`config.mk`:
```
export PLATFORM = sky130hd
export DESIGN_NAME = rbz_spi_reg_writer
export DESIGN_NICKNAME = d
export VERILOG_FILES = /design/src/rtl/rbz_spi_pkg.sv /design/src/rtl/rbz_spi_tick.sv /design/src/rtl/rbz_spi_reg_writer.sv
export SDC_FILE = /design/constraint.sdc
export NUM_CORES = 1
export LEC_CHECK = 0
export ABC_CLOCK_PERIOD_IN_PS = 6700
export BUFFER_PORTS_ARGS = -buffer_cell sky130_fd_sc_hd__buf_2
export CORE_ASPECT_RATIO = 2
export CORE_MARGIN = 3
export CORE_UTILIZATION = 60
export CTS_CLUSTER_SIZE = 10
export DETAILED_ROUTE_END_ITERATION = 10
export GPL_TIMING_DRIVEN = 1
export PLACE_DENSITY = 0.79
export SLEW_MARGIN = 20
export SYNTH_ARGS = -nofsm -noshare
export SYNTH_HDL_FRONTEND = slang
export SYNTH_SLANG_ARGS = --single-unit
```
`constraint.sdc`:
```
create_clock -name i_clk -period 6.7 [get_ports i_clk]
set_input_delay 0.67 -clock i_clk [delete_from_list [all_inputs] [get_ports i_clk]]
set_output_delay 0.67 -clock i_clk [all_outputs]
set_load 0.02 [all_outputs]
```
`src/rtl/rbz_spi_pkg.sv`:
```
// rbz_spi_pkg: shared FSM states, command width and raybox-zero register command codes
package rbz_spi_pkg;
    localparam int CMD_W = 4;
    typedef enum logic [2:0] {IDLE, LO, HI, HOLD, GAP} state_t;
    localparam logic [CMD_W-1:0] CMD_SKY     = 4'd0;
    localparam logic [CMD_W-1:0] CMD_FLOOR   = 4'd1;
    localparam logic [CMD_W-1:0] CMD_LEAK    = 4'd2;
    localparam logic [CMD_W-1:0] CMD_OTHER   = 4'd3;
    localparam logic [CMD_W-1:0] CMD_VSHIFT  = 4'd4;
    localparam logic [CMD_W-1:0] CMD_VINF    = 4'd5;
    localparam logic [CMD_W-1:0] CMD_MAPD    = 4'd6;
    localparam logic [CMD_W-1:0] CMD_TEXADD0 = 4'd7;
    localparam logic [CMD_W-1:0] CMD_TEXADD1 = 4'd8;
    localparam logic [CMD_W-1:0] CMD_TEXADD2 = 4'd9;
    localparam logic [CMD_W-1:0] CMD_TEXADD3 = 4'd10;
endpackage

```
`src/rtl/rbz_spi_tick.sv`:
```
// rbz_spi_tick: CLK_DIV phase down-counter; ports i_clk, i_reset, i_reload (restart phase), o_tick (last cycle of phase)
module rbz_spi_tick #(
    parameter int CLK_DIV = 2
) (
    input  logic i_clk,
    input  logic i_reset,
    input  logic i_reload,
    output logic o_tick
);
    logic [7:0] cnt;
    assign o_tick = cnt == 8'd0;
    always_ff @(posedge i_clk) begin
        if (i_reset) cnt <= 8'd0;
        else cnt <= (i_reload || o_tick) ? 8'(CLK_DIV - 1) : cnt - 8'd1;
    end
endmodule

```
`src/rtl/rbz_spi_reg_writer.sv`:
```
// rbz_spi_reg_writer: SPI mode-0 frame sender (4-bit cmd + 0..MAX_BITS payload, MSB-first) for raybox-zero reg/vec SPI.
// Ports: i_clk, i_reset (sync, active high), i_start/i_cmd/i_data/i_len request, o_ready/o_busy/o_done status,
// o_csb/o_sclk/o_mosi SPI. Optional one-entry start buffer with RBZ_SPI_WR_QUEUE_EN.
module rbz_spi_reg_writer
    import rbz_spi_pkg::*;
#(
    parameter int MAX_BITS = 32,
    parameter int CLK_DIV  = 2,
    parameter int LEN_W    = 6
) (
    input  logic                i_clk,
    input  logic                i_reset,
    input  logic                i_start,
    input  logic [CMD_W-1:0]    i_cmd,
    input  logic [MAX_BITS-1:0] i_data,
    input  logic [LEN_W-1:0]    i_len,
    output logic                o_ready,
    output logic                o_busy,
    output logic                o_done,
    output logic                o_csb,
    output logic                o_sclk,
    output logic                o_mosi
);
    localparam int SW = CMD_W + MAX_BITS;
    localparam int BW = $clog2(MAX_BITS + 5);
    state_t state;
    logic tick, go, acc;
    logic [SW-1:0] sh;
    logic [BW-1:0] bcnt;
    logic [CMD_W-1:0] s_cmd;
    logic [MAX_BITS-1:0] s_data;
    logic [LEN_W-1:0] s_len, lenc;
    assign acc = i_start & o_ready;
`ifdef RBZ_SPI_WR_QUEUE_EN
    logic q_v;
    logic [CMD_W-1:0] q_cmd;
    logic [MAX_BITS-1:0] q_data;
    logic [LEN_W-1:0] q_len;
    assign o_ready = ~q_v;
    assign go = (state == IDLE) && (q_v || acc);
    assign s_cmd = q_v ? q_cmd : i_cmd;
    assign s_data = q_v ? q_data : i_data;
    assign s_len = q_v ? q_len : i_len;
    // In IDLE the buffer is either launched or a direct start bypasses it.
    always_ff @(posedge i_clk) begin
        if (i_reset || state == IDLE) q_v <= 1'b0;
        else if (acc) q_v <= 1'b1;
        if (acc) begin
            q_cmd <= i_cmd;
            q_data <= i_data;
            q_len <= i_len;
        end
    end
`else
    assign o_ready = ~o_busy;
    assign go = acc;
    assign s_cmd = i_cmd;
    assign s_data = i_data;
    assign s_len = i_len;
`endif
    assign lenc = (s_len > LEN_W'(MAX_BITS)) ? LEN_W'(MAX_BITS) : s_len;
    rbz_spi_tick #(.CLK_DIV(CLK_DIV)) u_tick (
        .i_clk(i_clk),
        .i_reset(i_reset),
        .i_reload(go),
        .o_tick(tick)
    );
    always_ff @(posedge i_clk) begin
        if (i_reset) begin
            state <= IDLE;
            o_csb <= 1'b1;
            o_sclk <= 1'b0;
            o_mosi <= 1'b0;
            o_busy <= 1'b0;
            o_done <= 1'b0;
        end else begin
            o_done <= 1'b0;
            case (state)
                IDLE: if (go) begin
                    // Payload is left-aligned under the command so the frame shifts out of the top bit.
                    state <= LO;
                    o_csb <= 1'b0;
                    o_mosi <= s_cmd[CMD_W-1];
                    o_busy <= 1'b1;
                    sh <= {s_cmd, s_data << (MAX_BITS - lenc)};
                    bcnt <= BW'(lenc) + BW'(CMD_W - 1);
                end
                LO: if (tick) begin
                    state <= HI;
                    o_sclk <= 1'b1;
                end
                HI: if (tick) begin
                    o_sclk <= 1'b0;
                    if (bcnt != '0) begin
                        state <= LO;
                        sh <= sh << 1;
                        o_mosi <= sh[SW-2];
                        bcnt <= bcnt - 1'b1;
                    end else state <= HOLD;
                end
                HOLD: if (tick) begin
                    state <= GAP;
                    o_csb <= 1'b1;
                    o_mosi <= 1'b0;
                end
                GAP: if (tick) begin
                    state <= IDLE;
                    o_busy <= 1'b0;
                    o_done <= 1'b1;
                end
                default: state <= IDLE;
            endcase
        end
    end
endmodule

```
==> results.md, run 1 <==
* Initial Util at 62.5%
* Reg2reg end: sh[24]
* Worst vdd ir at 0.146 mV
* Number of post-CTS setup repair buffers at 0
* Worst-Margin Slew at 951 ps
* Fin nets at 615
* Max-cap violation count at 0
* Hold worst-path end: u_tick.cnt[0]
* Outcome: completed
* Fin. Hold Viols at 0
* Most frequent cells in the layout: nand2_1 (54), buf_2 (50), mux2i_1 (49)
* FF-to-FF Start: state[1]
* Crit-path leading delay family: buffers and inverters
* Sink Count at 57
* Crit path launch type: input pin
* Power share of the clock group at 26.5%
* Switch Pwr at 0.622 mW
* Net Sw Frac at 38.0%
* I/O Buffers at 50
* Fin Setup TNS at 0 ps
* Synth top area cells: edfxtp_1 (26%), mux2i_1 (10%), dfxtp_1 (6.7%)
* Post-synth ARST share at 0%
* H-tree depth at 3
* Seq cells post-synth at 57
* Rows at 45
* Combinational power share at 40.4%
* Crit-path most repeated cell: nor2b_1
* Die Span Y at 132 um
* Clk slew on worst S/H paths at 50 ps
* Area leader, netlist: edfxtp_1
* Flop pwr share at 33.1%
* Critical path class: in -> reg
* WL/cell at 22.0 um
* CTS tree: yes
* P_leak at 2.07 nW
* DIE AREA at 0.00915 mm^2
* Cell Int Power at 1.01 mW
* Syn Area/Cell at 8.90 um^2
* Period utilization at 70.3%
* Io pins at 51
* Core Area at 0.00766 mm^2
* Pins Over Slew Limit at 0
* DRC at 0
* Crit path cell chain: buf_2 -> nor2b_1 -> buf_4 -> inv_1 -> ha_1 -> inv_2 -> xnor2_4 -> mux4_2 -> nor2b_1 -> a221oi_1 -> o211ai_1
* Crit-path max FO at 39
* Final antenna-violating net count at 0
* Worst hold-check path type: reg -> reg
* Root Buffer: clkbuf_16
* Vias/cell at 6.92
* RSZ-0062 raised after global routing: false
* Core Util, Final at 69.1%
* Deepest clock path buffer count at 2
* ANT cells at 0
* Worst path max stage delay at 760 ps
* Overall routing resource usage at 31.8%
* Horiz. Die Dim at 69.2 um
* Slowest-stage cell, CP: ha_1
* Final setup fails at 0
* First-pass iteration count of the detailed router at 7
* Crit path DAT at 4760 ps
* Post-synthesis sequential area ratio at 32.4%
* Skew-Pair Late Insertion Delay at 320 ps
* Hold Startpoint: u_tick.cnt[0]
* Largest net degree at the start of global routing at 64
* Synth Warn # at 0
* Area grow syn2layout at 10.4%
* Final min period at 4710 ps
* Worst Skew at 7.31 ps
* DP Area at 0.00501 mm^2
* Post-synth EDFFs at 41
* PwrDens at 309 mW/mm^2
* Gpl congestion at 1.05
* Post-Syn Area at 0.00479 mm^2
* Total wire length at 14600 um
* Critical Path Sink Type: flip-flop
* Commonest non-fill, non-tap cell in the layout: nand2_1
* Vias at 4594
* Syn Nets at 588
* Resize count post-CTS at 0
* Synth Flop Type: edfxtp_1
* Total grt overflow at 0
* Hold Slack at 484 ps
* Reg2reg path depth at 6
* Worst Hold Path Cells at 1
* Detailed placement HPWL at 10900 um
* Hold Buf Count CTS at 0
* Yosys cell types at 72
* Num CTS Buffers at 9
* Worst EP required at 6750 ps
* First-pass GRT wire length at 23300 um
* Setup slack, reg-to-reg at 4220 ps
* Share of post-route cells with drive strength above 1 at 17.5%
* Normalized max-slew margin at 36.6%
* Worst path bufs/invs at 4
* Drt initial violations at 420
* Final Cell Area at 0.00529 mm^2
* Antenna violations before repair at 0
* Post-Synthesis Cells at 538
* Max frequency at 212 MHz
* Vias in the first global route at 4533
* Synth top area share at 25.7%
Yosys cell counts (6+ instances only):
cell,number
o211ai_1,13
mux2_2,6
nand2_1,54
edfxtp_1,41
a21oi_1,26
buf_4,8
a31oi_1,8
clkbuf_1,14
a22o_1,7
nor3_1,10
nand3_1,27
o21ai_0,37
xnor2_1,10
inv_1,9
buf_2,17
dfxtp_1,16
nor2_1,47
a22oi_1,11
nand2b_1,6
mux4_2,9
mux2i_1,49
o22ai_1,6
power by group through the flow:
stage	Sequential [mW]	Clock (mW)	Combinational, mW
floorplan	0.537	0	0.478
global placement	0.543	0	0.627
detailed placement	0.546	0	0.647
CTS	0.541	0.433	0.651
global route	0.551	0.448	0.716
finish	0.542	0.434	0.661
final cells by class:
class | count | area [um^2]
Inverter | 12 | 45.0
Sequential cell | 57 | 1550
Clock buffer | 11 | 233
Fill cell | 659 | 2370
Timing Repair Buffer | 58 | 310
Tap cell | 94 | 118
Multi-Input combinational cell | 427 | 2980
Clock inverter | 5 | 46.3
worst reg2reg max path, delay by kind of cell (launching register included):
kind / cells / cell delay, ps
AND/OR/NAND/NOR: 3 / 940
AO/OA/AOI/OAI: 3 / 770
flip-flops: 1 / 510
registers in the layout (all words and copies together) (netlist names):
name	cells
sh	35
u_tick.cnt	8
bcnt	6
state	3
o_busy	1
o_csb	1
o_done	1
o_mosi	1
o_sclk	1
through the flow:
step | cells | worst slack, ps | total power [mW]
finish | 664 | 1990 | 1.64
global route | 664 | 1800 | 1.71
CTS | 664 | 2070 | 1.63
detailed placement | 648 | 1710 | 1.19
global placement | 648 | 1840 | 1.17
floorplan | 538 | 1210 | 1.02
cells by family (layout without fill, tap and decap cells):
logic type / count (synthesis) / count (layout) / share of synthesized area [%]
and+or+nand+nor: 188 / 188 / 19.4
muxes: 64 / 64 / 15.9
xor gates and xnor gates: 15 / 15 / 3.14
adders and majority gates: 5 / 5 / 1.31
AOI/OAI and AO/OA: 155 / 155 / 22.3
buffers and inverters: 54 / 86 / 5.62
DFF: 57 / 57 / 32.4
metal layers:
metal / global-route usage, % / up-vias / part of all wire (%)
met5: 0 / - / 0
met4: 21.2 / 0 / 6.8
met3: 3.89 / 74 / 5.3
met2: 56.7 / 234 / 52
met1: 34.3 / 2182 / 35
li1: - / 2104 / -
how the worst max path moves through the flow:
stage	start	end	slack [ps]	depth (start not counted)
final	i_len[0]	sh[29]	1990	11
after detailed placement	i_len[0]	sh[29]	1710	11
after CTS	i_len[0]	sh[29]	2070	11
after global placement	i_len[0]	sh[29]	1840	11
after global routing	i_len[0]	sh[29]	1800	11
after floorplan	u_tick.cnt[3]	bcnt[0]	1210	4
(Power assumes the default switching activity.)
==> run 2: changes to the inputs <==
Settings changed: ABC_CLOCK_PERIOD_IN_PS 6700 to 4630.
Clock period 6.7 ns to 4.63 ns, I/O delays scaled along.
==> run 2 against run 1 <==
Against the previous run: critical endpoint unchanged; critical path depth grew 1; worst setup slack worse by 900 ps; register-to-register slack got worse by 2100 ps.
==> results.md, run 2 (same netlist as run 1, synthesis figures left out) <==
* Vias/cell at 6.86 (-0.92%)
* Horiz. Die Dim at 69.2 um (unchanged)
* Io pins at 51 (unchanged)
* CTS tree: yes
* Total grt overflow at 0 (unchanged)
* ANT cells at 0 (unchanged)
* Max reg flops at 35 (unchanged)
* Worst Skew at 4.77 ps (-2.54 ps)
* Gpl congestion at 0.999 (-4.6%)
* Setup slack, reg-to-reg at 2110 ps (-2110 ps)
* Area grow syn2layout at 12.6%
* Final min period at 3530 ps
* Flop pwr share at 31.4% (-1.7 points)
* Crit-path max FO at 26 (-33%)
* Crit path launch type: input pin
* Placed insts at 653 (+0.77%)
* Total power at 2.49 mW (+52%)
* Drt initial violations at 412 (-1.9%)
* Combinational power share at 38.6% (-1.8 points)
* Largest Register: sh
* Critical Path Sink Type: flip-flop
* DRC at 0 (unchanged)
* Fin Setup TNS at 0 ps (unchanged)
* Pins Over Slew Limit at 0 (unchanged)
* Largest regs: sh: 35 flops, u_tick.cnt: 8 flops, bcnt: 6 flops
* Vias at 4586 (-0.17%)
* Antenna violations before repair at 0 (unchanged)
* Final cell count without fillers at 669 (+0.75%)
* Core Area at 0.00766 mm^2 (unchanged)
* DIE AREA at 0.00915 mm^2 (unchanged)
* Rows at 45 (unchanged)
* Post-Place Setup Slack at 796 ps (-915 ps)
* Clk slew on worst S/H paths at 50 ps (about the same)
* Final antenna-violating net count at 0 (unchanged)
* Worst hold-check path type: in -> reg
* Die Span Y at 132 um (unchanged)
* Fin nets at 620 (+0.81%)
* Worst vdd ir at 0.194 mV (+33%)
* Crit path DAT at 3590 ps (-1170 ps)
* Overall routing resource usage at 32.2% (+0.43 points)
* Hold Buf Count CTS at 0 (unchanged)
* I/O Buffers at 50 (unchanged)
* Sink Count at 57 (unchanged)
* Most frequent cells in the layout: nand2_1 (54), buf_2 (50), mux2i_1 (49)
* Resize count post-CTS at 0 (unchanged)
* Normalized max-slew margin at 41.0% (+4.4 points)
* Skew-Pair Late Insertion Delay at 320 ps (about the same)
* Fillcell total at 636 (-3.5%)
* Root Buffer: clkbuf_16
* Deepest clock path buffer count at 2 (unchanged)
* Fin. Hold Viols at 0 (unchanged)
* Period utilization at 76.3%
* Cell Int Power at 1.59 mW (+56%)
* Worst-Margin Slew at 881 ps (-69.7 ps)
* RSZ-0062 raised after global routing: false
* Total wire length at 14600 um (+0.27%)
* Worst Hold Path Cells at 3 (+2)
* Critical path class: in -> reg
* Max frequency at 283 MHz
* P_leak at 2.12 nW (+2.4%)
* Max-cap violation count at 0 (unchanged)
* Number of post-CTS setup repair buffers at 0 (unchanged)
* Vias in the first global route at 4422 (-2.4%)
* First-pass iteration count of the detailed router at 5 (-2)
* Net Sw Frac at 36.3% (-1.7 points)
* Power share of the clock group at 30.0% (+3.5 points)
* Largest net degree at the start of global routing at 68 (+6.3%)
* Outcome: completed
* Share of post-route cells with drive strength above 1 at 18.8% (+1.2 points)
* Commonest non-fill, non-tap cell in the layout: nand2_1
* H-tree depth at 3 (unchanged)
* PwrDens at 463 mW/mm^2 (+50%)
* Final setup fails at 0 (unchanged)
* First-pass GRT wire length at 23400 um (+0.56%)
* Num CTS Buffers at 9 (unchanged)
* Reg2reg path depth at 6 (unchanged)
* Detailed placement HPWL at 10800 um (-0.86%)
* Worst EP required at 4690 ps (-2060 ps)
* WL/cell at 21.9 um (-0.48%)
* Initial Util at 62.5% (unchanged)
* Switch Pwr at 0.906 mW (+46%)
* Setup WS post-layout at 1100 ps (-895 ps)
* Hold Slack at 407 ps (-77.4 ps)
==> run 2: worst paths after layout <==
| path | end | start |
|---|---|---|
| worst min register to register | u_tick.cnt[0] | u_tick.cnt[0] |
| worst min-delay path | sh[34] | i_cmd[2] |
| worst max-delay path | sh[29] | i_len[0] |
| worst max register to register | sh[24] | state[2] |
==> run 2: final cells by class <==
class / instances / area, um^2 / area share, %
multi-input combinational: 427 / 2990 / 55.5
inverter: 12 / 45.0 / 0.836
timing repair buffer: 63 / 348 / 6.45
tap: 94 / 118 / 2.18
clock inverter: 6 / 106 / 1.97
sequential: 57 / 1550 / 28.8
clock buffer: 10 / 229 / 4.25
==> run 2: power groups by stage <==
stage,combinational (mW),sequential [mW],clock [mW]
after floorplan,0.694,0.773,0
after global placement,0.910,0.787,0
after detailed placement,0.938,0.789,0
after CTS,0.953,0.783,0.751
after global routing,1.05,0.797,0.771
final,0.962,0.784,0.749
==> run 2: routing by layer <==
metal / vias to the layer above / wire length, um / track usage (%)
met5: - / 0 / 0
met4: 0 / 966 / 21.5
met3: 59 / 789 / 4.12
met2: 258 / 7900 / 58.7
met1: 2158 / 4980 / 33.5
li1: 2111 / - / -
==> run 2: critical path, cell delays in order <==
cell,delay (ps)
buf_2,100
nor2b_1,120
buf_4,190
inv_1,70
buf_4,150
ha_1,560
inv_2,200
xnor2_4,670
mux4_2,570
nor2b_1,130
a221oi_1,240
o211ai_1,120
==> run 2: through the flow <==
stage,util (%),instance area (um^2)
after floorplan,-,4790
after global placement,66.0,5050
after detailed placement,66.0,5050
after CTS,70.4,5390
after global routing,70.4,5390
final,70.4,5390
